$ cat config.mk
export PLATFORM = sky130hd
export DESIGN_NAME = demux1x4_tdm
export DESIGN_NICKNAME = d
export VERILOG_FILES = /design/src/rtl/mux_pkg.sv /design/src/rtl/tdm_slot_counter.sv /design/src/rtl/demux1x4_tdm.sv
export SDC_FILE = /design/constraint.sdc
export NUM_CORES = 1
export LEC_CHECK = 0
export CORE_MARGIN = 10
export CORE_UTILIZATION = 47
export DETAILED_ROUTE_END_ITERATION = 12
export GPL_TIMING_DRIVEN = 0
export HOLD_SLACK_MARGIN = 0.03
export PLACE_DENSITY = 0.85
export RECOVER_POWER = 25
export SETUP_SLACK_MARGIN = 0.05
export SYNTH_ARGS = -nofsm -noshare
export SYNTH_HDL_FRONTEND = slang
export SYNTH_SLANG_ARGS = --single-unit
$ cat constraint.sdc
create_clock -name clk -period 1.6 [get_ports clk]
set_input_delay 0.16 -clock clk [delete_from_list [all_inputs] [get_ports clk]]
set_output_delay 0.16 -clock clk [all_outputs]
set_load 0.01 [all_outputs]
$ cat src/rtl/mux_pkg.sv
// Shared constants and types for the 4-lane TDM mux/demux pair.
package mux_pkg;

  localparam int unsigned NUM_LANES = 4;
  localparam int unsigned SEL_W     = 2;

  typedef logic [SEL_W-1:0] slot_t;

  localparam slot_t LAST_SLOT = slot_t'(NUM_LANES - 1);

  typedef enum logic {
    IDLE = 1'b0,
    RUN  = 1'b1
  } state_t;

  // Command to the slot pointer, issued once per cycle by the framer FSM.
  typedef enum logic [1:0] {
    CNT_HOLD  = 2'd0,
    CNT_INC   = 2'd1,
    CNT_LOAD1 = 2'd2,
    CNT_CLEAR = 2'd3
  } cnt_op_t;

endpackage

$ cat src/rtl/tdm_slot_counter.sv
// Slot pointer: hold, increment with wrap at the last lane, load-to-1 on a frame start, or clear.
module tdm_slot_counter
  import mux_pkg::*;
(
  input  logic    clk,
  input  logic    rst_n,
  input  cnt_op_t op,
  output slot_t   s
);

  always_ff @(posedge clk) begin
    if (!rst_n) begin
      s <= '0;
    end else begin
      case (op)
        CNT_INC:   s <= (s == LAST_SLOT) ? slot_t'(0) : s + slot_t'(1);
        CNT_LOAD1: s <= slot_t'(1);
        CNT_CLEAR: s <= slot_t'(0);
        default:   s <= s;
      endcase
    end
  end

endmodule

$ cat src/rtl/demux1x4_tdm.sv
// 1:4 TDM demultiplexer: locks to a sync-marked slot 0, steers slots into lanes and publishes whole frames.
module demux1x4_tdm
  import mux_pkg::*;
#(
  parameter int unsigned WIDTH = 1
)
(
  input  logic                       clk,
  input  logic                       rst_n,
  input  logic                       in_valid,
  input  logic                       sync,
  input  logic [WIDTH-1:0]           din,
  output logic [NUM_LANES*WIDTH-1:0] f,
  output logic [SEL_W-1:0]           s,
  output logic                       frame_valid,
  output logic                       sync_err
);

  localparam int unsigned SHADOW_LANES = NUM_LANES - 1;

  state_t  state_q;
  state_t  state_d;
  cnt_op_t cnt_op;
  logic    shadow_we;
  slot_t   shadow_sel;
  logic    frame_load;
  logic    err_c;
  slot_t   slot;

  // Lane 3 is never stored: it arrives together with the frame commit.
  logic [SHADOW_LANES-1:0][WIDTH-1:0] shadow_q;

  tdm_slot_counter u_slot_counter (
    .clk   (clk),
    .rst_n (rst_n),
    .op    (cnt_op),
    .s     (slot)
  );

  assign s = slot;

  always_ff @(posedge clk) begin
    if (!rst_n) begin
      state_q <= IDLE;
    end else begin
      state_q <= state_d;
    end
  end

  always_comb begin
    state_d    = state_q;
    cnt_op     = CNT_HOLD;
    shadow_we  = 1'b0;
    shadow_sel = slot;
    frame_load = 1'b0;
    err_c      = 1'b0;

    if (in_valid) begin
      case (state_q)
        IDLE: begin
          if (sync) begin
            shadow_we  = 1'b1;
            shadow_sel = slot_t'(0);
            cnt_op     = CNT_LOAD1;
            state_d    = RUN;
          end
        end
        RUN: begin
          if (sync) begin
            // Sync restarts the frame whether on time or early; early drops the partial frame.
            err_c      = (slot != slot_t'(0));
            shadow_we  = 1'b1;
            shadow_sel = slot_t'(0);
            cnt_op     = CNT_LOAD1;
          end else if (slot == slot_t'(0)) begin
            err_c   = 1'b1;
            cnt_op  = CNT_CLEAR;
            state_d = IDLE;
          end else if (slot == LAST_SLOT) begin
            frame_load = 1'b1;
            cnt_op     = CNT_INC;
          end else begin
            shadow_we = 1'b1;
            cnt_op    = CNT_INC;
          end
        end
        default: begin
          state_d = IDLE;
          cnt_op  = CNT_CLEAR;
        end
      endcase
    end
  end

  // Shadow lanes 0..2 collect the frame in progress.
  always_ff @(posedge clk) begin
    if (!rst_n) begin
      shadow_q <= '0;
    end else if (shadow_we) begin
      for (int k = 0; k < int'(SHADOW_LANES); k++) begin
        if (shadow_sel == slot_t'(k)) begin
          shadow_q[k] <= din;
        end
      end
    end
  end

  always_ff @(posedge clk) begin
    if (!rst_n) begin
      f           <= '0;
      frame_valid <= 1'b0;
      sync_err    <= 1'b0;
    end else begin
      frame_valid <= frame_load;
      sync_err    <= err_c;
      if (frame_load) begin
        f <= {din, shadow_q};
      end
    end
  end

endmodule

==> summary.md <==
| Metric | Value |
|---|---|
| Clock skew | `1.95 ps` |
| Gate power share | `0.137` |
| Initial DRC count | `2` |
| Dpl cells | `85` |
| Final Cycle Share | `0.946` |
| Avg Cell Area, Syn | `10.2 um^2` |
| Area taken by flip-flops and latches | `248 um^2` |
| Final hold vios | `0` |
| GR Overflow Total | `0` |
| Core Footprint | `1170 um^2` |
| Share of layout cells above drive strength 1 | `0.160` |
| CP Cell Sequence | `clkdlybuf4s50_1, inv_1, ha_2, nand4bb_1, o32ai_2, o31a_1` |
| CTS tree | `built` |
| Synth area leader | `dfxtp_1` |
| Post-synth top area share | `0.393` |
| Least-Margin Pin Slew | `314 ps` |
| PnR Total Power | `632 uW` |
| Max stage delay on crit path | `650 ps` |
| H-tree Lvls | `1` |
| Synth top area cells | `dfxtp_1 39%, ha_1 10%, mux2i_1 8.2%` |
| Synthesized instance count | `60` |
| Min Tclk post-route | `1510 ps` |
| Achievable Freq | `661 MHz` |
| Worst hold path stage count | `2` |
| Rows | `12` |
| RSZ-0062 raised after global routing | `yes` |
| Routed via count | `484` |
| Maximum vdd ir drop | `0.686 mV` |
| Drt via density | `5.44` |
| Yosys cell types | `20` |
| Crit Path Class | `in -> reg` |
| CP top delay family | `buffers and inverters` |
| GRT Util Overall | `0.0777` |
| Final wirelength | `1.24 mm` |
| DRC | `0` |
| Worst path depth | `6` |
| Most frequent cells in the layout | `11 x clkdlybuf4s50_1, 10 x dfxtp_1, 7 x nor2_1` |
| CP bufs+invs | `2` |
| HP Class | `in -> reg` |
| Static leakage | `0.350 nW` |
| Status | `complete, no violations` |
| Area Overhead vs Synth | `27.3%` |
| N_diodes | `0` |
| Initial antenna violation count | `0` |
| IO Pins | `13` |
| R2R depth | `7` |
| DP HPWL | `910 um` |
| TritonCTS Buffers | `3` |
| Die W | `56.0 um` |
| Post-synthesis sequential area ratio | `0.393` |
| Pint | `483 uW` |
| Reg power frac | `0.496` |
| Area of the multi-input gates | `324 um^2` |
| Slew headroom | `0.790` |
| Drt first pass iters | `3` |
| Worst Path Required | `1760 ps` |
| Worst EP arrival | `1670 ps` |
| Non-Filler Instances | `89` |
| Die Height | `56.0 um` |
| Vias in the first global route | `452` |
| First-pass GRT wire length | `2.01 mm` |
| Die footprint | `3140 um^2` |
| P_sw | `149 uW` |
| Clock power share | `0.367` |
| Hold_buf cts | `0` |
| Number of port buffers | `11` |
| Most common cell after layout, fill and taps aside | `clkdlybuf4s50_1` |
| CTS root buffer | `clkbuf_4` |
| WL per Instance | `13.9 um` |
| Reg clk slew, reported paths | `70 ps` |
| Sw Ratio | `0.236` |
| YS warnings | `0` |
| Clock tree buffer depth | `2` |
| CTS sink count | `12` |
| Maxcap violations | `0` |
| Worst setup SP type | `input pin` |
| Crit path max fanout | `9` |
| Nets | `86` |
| Routed Antenna Nets | `0` |
| Clk_lat worst skew | `270 ps` |
| Final setup fails | `0` |
| Initial Utilization | `0.521` |
| Slew Viols, Final | `0` |
| Largest net degree at the start of global routing | `11` |
| Synth Net Count | `70` |
| Gpl congestion | `0.775` |
| Capturing element type of the critical path | `register` |
| PD cells | `813 nW/um^2` |
| Flops & latches, synth | `12` |
| Critical-path top delay cell | `clkdlybuf4s50_1` |
| FILL cells | `98` |
| Post-Syn Area | `611 um^2` |
[synthesized netlist by cell type, drive strengths merged]
cell,n
nand4b,2
inv,6
a311oi,1
nor2,7
a21oi,4
a221oi,1
nand2,5
o311ai,2
o41ai,2
buf,2
and4bb,1
o31a,1
nand4bb,1
ha,5
o32ai,1
o21ai,2
mux2i,5
dfxtp,12
[worst paths after layout]
| kind | from | to | slack (ps) |
|---|---|---|---|
| worst min-delay path | in_valid | state_q | 150 |
| worst min register to register | shadow_q[0] | shadow_q[0] | 460 |
| worst max register to register | u_slot_counter.s[1] | u_slot_counter.s[0] | 110 |
| worst max-delay path | sync | u_slot_counter.s[0] | 90 |
[worst register-to-register path: stages, from the launching register on]
cell	delay (ps)
dfxtp_4	380
inv_1	110
ha_1	170
inv_1	50
ha_2	190
nand4bb_1	110
o32ai_2	80
o31a_1	290
[timing repair]
action,CTS,global route
setup endpoints to repair,5,5
gates resized for setup,2,5
endpoints found under the hold margin,0,0
setup buffers,0,0
[power by group through the flow]
stage | Combinational, mW | Sequential [mW] | Clock, mW
detailed placement | 0.0849 | 0.320 | 0
finish | 0.0866 | 0.313 | 0.232
global route | 0.0960 | 0.314 | 0.261
global placement | 0.0834 | 0.320 | 0
floorplan | 0.0546 | 0.320 | 0
CTS | 0.0857 | 0.314 | 0.247
[logic make-up (layout without fill, tap and decap cells)]
group / Yosys count / after routing / synth area share
AOI/OAI and AO/OA: 14 / 14 / 0.164
adders and majority gates: 5 / 5 / 0.102
buffers and inverters: 8 / 23 / 0.0676
DFF: 12 / 12 / 0.393
muxes: 5 / 5 / 0.0820
and+or+nand+nor: 16 / 16 / 0.191
[final cells by class]
class	count	area share
Sequential cell	12	0.319
Tap cell	14	0.0225
Multi-Input combinational cell	40	0.417
Buffer	2	0.0242
Timing Repair Buffer	11	0.142
Inverter	6	0.0290
Clock buffer	4	0.0467
[registers in the layout (all words and copies together) (netlist names)]
| register | count |
|---|---|
| f | 4 |
| shadow_q | 3 |
| u_slot_counter.s | 2 |
| frame_valid | 1 |
| state_q | 1 |
| sync_err | 1 |
[stage by stage]
stage                      util  TNS [ps]  cell area, um^2  setup WS (ps)  hold WS (ps)
final                     0.663         0              777           86.7           152
after global routing      0.663         0              777           24.6           147
after CTS                 0.663         0              777           51.8           142
after detailed placement  0.630      -227              738           -188           440
after global placement    0.630      -149              738           -149           433
after floorplan               -         0              611           67.0           274
[per-layer routing]
metal	wire, um	up-vias	share of wire	GRT usage
met3	108	0	0.087	0.0661
met4	0	0	0	0.0102
met5	0	-	0	0
met2	583	10	0.47	0.112
li1	-	249	-	-
met1	547	225	0.44	0.0872
No activity file was read; power rests on OpenSTA's default activity.
